$ cat src/rtl/deb_pkg.sv
// Shared types and helpers for the deb input conditioner.
package deb_pkg;

    // Qualifier states: two stable levels, each with a "checking the other level" state.
    typedef enum logic [1:0] {
        ST_LO  = 2'd0,
        CHK_HI = 2'd1,
        ST_HI  = 2'd2,
        CHK_LO = 2'd3
    } deb_state_t;

    // Counter width able to hold values up to n.
    function automatic int deb_cnt_w(input int n);
        return $clog2(n + 1);
    endfunction

endpackage

$ cat src/rtl/deb_sync_ff.sv
// Plain multi-flop synchroniser for a single asynchronous bit; reusable by any block.
module sync_ff #(
    parameter int   S    = 2,
    parameter logic INIT = 1'b0
) (
    input  logic clk,
    input  logic rst,
    input  logic d,
    output logic q
);

    (* syn_preserve = 1, async_reg = "true" *) logic [S-1:0] chain_q;

    // Straight shift chain with no logic between stages; stage 0 takes the raw input.
    always_ff @(posedge clk) begin
        if (rst) begin
            chain_q <= {S{INIT}};
        end else begin
            chain_q <= {chain_q[S-2:0], d};
        end
    end

    assign q = chain_q[S-1];

endmodule

$ cat src/rtl/deb.sv
// Debouncer: synchronises a bouncy input, requires N stable cycles before the
// level output follows, and emits registered one-cycle rise/fall strobes.
module deb
    import deb_pkg::*;
#(
    parameter int   N    = 16,
    parameter int   S    = 2,
    parameter logic INIT = 1'b0
) (
    input  logic clk,
    input  logic rst,
    input  logic in,
    output logic q,
    output logic rise,
    output logic fall,
    output logic busy
);

    localparam int             CW      = deb_cnt_w(N);
    localparam logic [CW-1:0]  CNT_MAX = CW'(N - 1);
    localparam logic [CW-1:0]  CNT_ONE = CW'(1);

    logic             s;
    deb_state_t       state_q, state_d;
    logic [CW-1:0]    cnt_q, cnt_d;
    logic             rise_q, rise_d;
    logic             fall_q, fall_d;

    sync_ff #(
        .S    (S),
        .INIT (INIT)
    ) u_sync (
        .clk (clk),
        .rst (rst),
        .d   (in),
        .q   (s)
    );

    // Next-state logic: a candidate level must be seen N cycles in a row, any
    // return to the current level abandons the candidate and clears the count.
    always_comb begin
        state_d = state_q;
        cnt_d   = cnt_q;
        rise_d  = 1'b0;
        fall_d  = 1'b0;
        case (state_q)
            ST_LO: begin
                if (s) begin
                    if (N == 1) begin
                        state_d = ST_HI;
                        rise_d  = 1'b1;
                    end else begin
                        state_d = CHK_HI;
                        cnt_d   = CNT_ONE;
                    end
                end
            end
            CHK_HI: begin
                if (!s) begin
                    state_d = ST_LO;
                    cnt_d   = '0;
                end else if (cnt_q == CNT_MAX) begin
                    state_d = ST_HI;
                    rise_d  = 1'b1;
                    cnt_d   = '0;
                end else begin
                    cnt_d = cnt_q + CNT_ONE;
                end
            end
            ST_HI: begin
                if (!s) begin
                    if (N == 1) begin
                        state_d = ST_LO;
                        fall_d  = 1'b1;
                    end else begin
                        state_d = CHK_LO;
                        cnt_d   = CNT_ONE;
                    end
                end
            end
            CHK_LO: begin
                if (s) begin
                    state_d = ST_HI;
                    cnt_d   = '0;
                end else if (cnt_q == CNT_MAX) begin
                    state_d = ST_LO;
                    fall_d  = 1'b1;
                    cnt_d   = '0;
                end else begin
                    cnt_d = cnt_q + CNT_ONE;
                end
            end
            default: begin
                state_d = ST_LO;
                cnt_d   = '0;
            end
        endcase
    end

    // State, counter and strobes; reset overrides everything and never strobes.
    always_ff @(posedge clk) begin
        if (rst) begin
            state_q <= INIT ? ST_HI : ST_LO;
            cnt_q   <= '0;
            rise_q  <= 1'b0;
            fall_q  <= 1'b0;
        end else begin
            state_q <= state_d;
            cnt_q   <= cnt_d;
            rise_q  <= rise_d;
            fall_q  <= fall_d;
        end
    end

    assign q    = (state_q == ST_HI) || (state_q == CHK_LO);
    assign busy = (state_q == CHK_HI) || (state_q == CHK_LO);
    assign rise = rise_q;
    assign fall = fall_q;

endmodule

$ cat config.mk
export PLATFORM = sky130hd
export DESIGN_NAME = deb
export DESIGN_NICKNAME = d
export VERILOG_FILES = /design/src/rtl/deb_pkg.sv /design/src/rtl/deb_sync_ff.sv /design/src/rtl/deb.sv
export SDC_FILE = /design/constraint.sdc
export NUM_CORES = 1
export LEC_CHECK = 0
export ABC_AREA = 1
export BUFFER_PORTS_ARGS = -buffer_cell sky130_fd_sc_hd__buf_4
export CORE_AREA = 2 2 39 41
export CTS_CLUSTER_SIZE = 20
export DETAILED_ROUTE_END_ITERATION = 16
export DIE_AREA = 0 0 41 43
export PLACE_DENSITY = 0.67
export SETUP_SLACK_MARGIN = 0.02
export SLEW_MARGIN = 20
export SYNTH_ARGS = -nofsm -noshare
export SYNTH_HDL_FRONTEND = slang
export SYNTH_SLANG_ARGS = --single-unit
$ cat constraint.sdc
create_clock -name clk -period 3.2 [get_ports clk]
set_input_delay 0.16 -clock clk [delete_from_list [all_inputs] [get_ports clk]]
set_output_delay 0.16 -clock clk [all_outputs]
set_load 0.01 [all_outputs]
Yosys cells after proc, flatten, opt, wreduce, memory -nomap -nowiden
Index checks and enable logic that the tools add are counted.
- bits in registers: 11
- bits of input ports: 3
- output and inout bits: 4
- logic and storage cells: 38
- add/subtract/negate cells: 1
- eq/ne operators: 8
- multiplexer cells: 14
- bitwise gates (word level): 3
- reduce and logical (&&, ||, !) cells: 7
- operators with widths (kind ; count):
    $mux 5 ; 5
    $pmux 5 s4 ; 1
    $mux 2 ; 6
    $pmux 2 s4 ; 1
    $reduce_or 3->1 ; 2
    $add 5x1->5 const B ; 1
    $eq 5x4->1 const B ; 1
    $eq 2x2->1 const B ; 2
    $reduce_and 4->1 ; 1
    $ne 3x2->1 const B ; 1
    $ne 3x3->1 const B ; 1
    $not 1->1 ; 3
    $eq 2x1->1 const B ; 1
    $logic_not 2->1 ; 1
    $logic_or 1x1->1 ; 2
    $ne 2x1->1 const B ; 1
    $ne 2x2->1 const B ; 1
    $reduce_and 2->1 ; 1
    $mux 1 ; 1

Depth between registers and ports, before layout
- word-level depth: 4
- gate-level depth with buffers: 8
- depth with buffers taken out: 8

Modules after synthesis
A second synthesis with hierarchy kept.
- cells, all modules: 66
- area total of the unflattened synthesis: 510.5 um2
- modules (own cells, without submodules) (module ; times used ; cells each ; area each (um2) ; seq. area each (um2)):
    deb ; 1 ; 60 ; 455.4 ; 180.2
    sync_ff ; 1 ; 6 ; 55.1 ; 40.0

Worst setup path after synthesis
No wires, ideal clock.
- kind: register to register
- start: register cnt_q[0]
- end: register state_q[0]
- library setup time: 0.116 ns
- arrival: 0.947 ns
- slack: 2.137 ns
- stages on the path, launching flop included: 6
- period minus slack after synthesis: 1.063 ns
- path through: dfxtp_1 > ha_1 > nand4_1 > nand3_2 > nand2_1 > and3_1
- longest elaborated chain between the ends: 3
- elaborated cells between the ends (all ways): 4
- RTL lines (item ; RTL line ; RTL):
    from (decl) ; deb.sv:25 ; logic [CW-1:0] cnt_q, cnt_d;
    from (signal assigned) ; deb.sv:109 ; cnt_q <= cnt_d;
    $eq 5x4->1 (*) ; deb.sv:62, deb.sv:85 ;
    $ne 3x3->1 (no line) or $ne 3x2->1 (tied branches) ; -- ;
    $reduce_and 4->1 (no line) (*) ; -- ;
    to (signal assigned) ; deb.sv:103 ; state_q <= INIT ? ST_HI : ST_LO;
    to (signal assigned) ; deb.sv:108 ; state_q <= state_d;
    to (decl) ; deb.sv:24 ; deb_state_t state_q, state_d;
Every way passes the cells marked *; elsewhere a longest branch is shown, timed or not.
A chain may end at the register's enable or synchronous reset.

Worst setup path after layout
Ends and elaborated chain as after synthesis.

==> qor.yml <==
cp-end-kind: "flop"
htreeDepth: 1
finalNetCount: 76
grt_max_degree: 9
postLayoutCoreUtil_pct: 40.9
slew_viol_final: 0
cts_setup_buffers: 0
finalCriticalPeriod_ps: 1190
row_count: 14
synth_top_cell_by_area: "dfxtp_1"
hpwl_um: 640
crit_required_ps: 3370
power_density_nw_per_um2: 524
dr.pass1.iters: 3
wl_per_cell_um: 9.53
route.detailed.drc: 0
grt_pass1_wl_um: 1420
ctsHoldBuffers: 0
synthFlopType: "dfxtp_1"
synth_area_leaders: "dfxtp_1 (45%), nand2_1 (8.4%), inv_1 (6.9%)"
cp_data_arrival_time_ps: 1360
gp_congestion: 0.743
met2_length_um: 390
syn_to_final_growth_pct: 15.3
core_area_um2: 1380
root_buffer: "clkbuf_4"
status: "complete, no violations"
initial_utilization_pct: 35.4
cpLargestDelayFamily: "simple AND/OR/NAND/NOR gates"
drive_gt1_share_pct: 23.9
postRouteAntennaNets: 0
drt-met1-wl_um: 397
crit_buf_inv: 0
cpPeakStageDelay_ps: 370
netlist.area_leader.share_pct: 44.9
highest_layer: "met4"
ys_ff_latch: 11
netlist_area_um2: 490
synth_cell_type_count: 20
irDropWorstVdd_uv: 162
ctsResizeCount: 0
n_fill_cell: 144
dieArea_um2: 1760
num_antenna_cells: 0
seqCellArea_um2: 220
multiInputGateArea_um2: 213
io_buffers: 6
syn_nets: 69
grt_use_total_pct: 12.0
synth-seq-area-share_pct: 44.9
vias: 404
grt.overflow.total: 0
max_freq_ghz: 0.842
cts.sinks: 11
finalCritPeriodShare_pct: 37.1
ys.warnings.count: 0
fin_worst_skew_ps: 2.96
critPathMaxFanout: 4
synthArstFlopShare_pct: 0
cts_tree: "done"
finalSetupViolations: 0
antenna_found_initial: 0
synth_cells: 65
relSlewSlack_pct: 78.9
grt_pass1_vias: 358
drt_wl_total_um: 829
cp_slowest_cell: "dfxtp_1"
cts_made_buffers: 3
hold_viol: 0
clk_pin_slew_ps: 70
io_pins: 7
max_slew.worst_pin.slew_ps: 316
synth-edff-count: 0
drt_iter0_drc: 6
insertion_delay_ps: 270
dr_wl_met3_um: 18
criticalPathCategory: "flop to flop"
die_y_um: 43
postSynthAreaPerCell_um2: 7.55
cp-start-kind: "flop"
drv_cap: 0
via_per_inst: 4.64
hp-class: "primary input to flop"
path_cells: "ha_1, nand4_1, nand3_2, nand2_1, and3_1"
leakage_nw: 0.244
synth_commonest_cells: "dfxtp_1 (11), nand2_1 (11), inv_1 (9), nor2_1 (7), a21oi_1 (4)"
setup_tns_ps: 0
dieWidth_um: 41
rsz0062_at_grt: "no"
clock_path_buffers: 2
## worst reg2reg max path, cell delays in order (launching register included)
cell and delay [ps]:
dfxtp_1 370, ha_1 200, nand4_1 180, nand3_2 120
nand2_1 60, and3_1 150
## sequential cells by signal, indices dropped and copies added, names as in the netlist, named ones only
register / flops
state_q: 1
rise: 1
u_sync.chain_q: 2
cnt_q: 5
fall: 1
## placed cells by master (no fill, tap or decap), drive strengths merged, types with 2 or more instances in the layout
master	netlist	routed
nand2	14	14
inv	11	11
dfxtp	11	11
nor2	8	8
clkbuf	4	4
buf	0	6
nand3	4	4
a21oi	4	4
nor4	2	2
o21ai	3	3
## worst paths after layout
| kind | end | slack [ps] | from | depth (start not counted) |
|---|---|---|---|---|
| worst max register to register | state_q[0] | 2010 | cnt_q[0] | 5 |
| worst min register to register | u_sync.chain_q[1] | 400 | u_sync.chain_q[0] | 2 |
| worst max-delay path | state_q[0] | 2010 | cnt_q[0] | 5 |
| worst min-delay path | u_sync.chain_q[0] | 80 | in | 3 |
## per-layer routing
| layer | up-vias | track usage [%] |
|---|---|---|
| met5 | - | 0 |
| met4 | 0 | 8.00 |
| met3 | 3 | 3.14 |
| met2 | 7 | 16.3 |
| met1 | 176 | 16.1 |
| li1 | 218 | - |
## power by group
part | total (W) | switching (W) | internal, W
Combinational | 0.0000463 | 0.0000268 | 0.0000195
Clock | 0.0000979 | 0.0000496 | 0.0000484
Sequential | 0.000152 | 0.00000847 | 0.000143
Total | 0.000296 | 0.0000849 | 0.000211
## layout make-up
cell class | count | share of cell area [%]
Sequential cell | 11 | 38.9
Timing Repair Buffer | 6 | 7.96
Clock buffer | 4 | 4.65
Inverter | 11 | 7.30
Tap cell | 16 | 3.54
Multi-Input combinational cell | 39 | 37.6
## kinds of logic (layout without fill, tap and decap cells)
group,after synthesis,in the layout,synth area share (%)
compound gates,7,7,7.91
xor+xnor,1,1,1.79
fa+ha+maj,1,1,2.55
buf+inv,15,21,11.7
flops,11,11,44.9
simple gates,30,30,31.1
## per-stage QoR
stage               total power (W)  instances  area, µm²  setup WS, ps  hold WS, ps
floorplan                  0.000191         65        490          2140          267
global placement           0.000201         83        539          2080          360
detailed placement         0.000202         83        539          2030          367
CTS                        0.000297         87        566          2020         88.7
global route               0.000311         87        566          1880          105
finish                     0.000296         87        566          2010         81.7
Note: power is estimated with default switching activity, not from simulation.
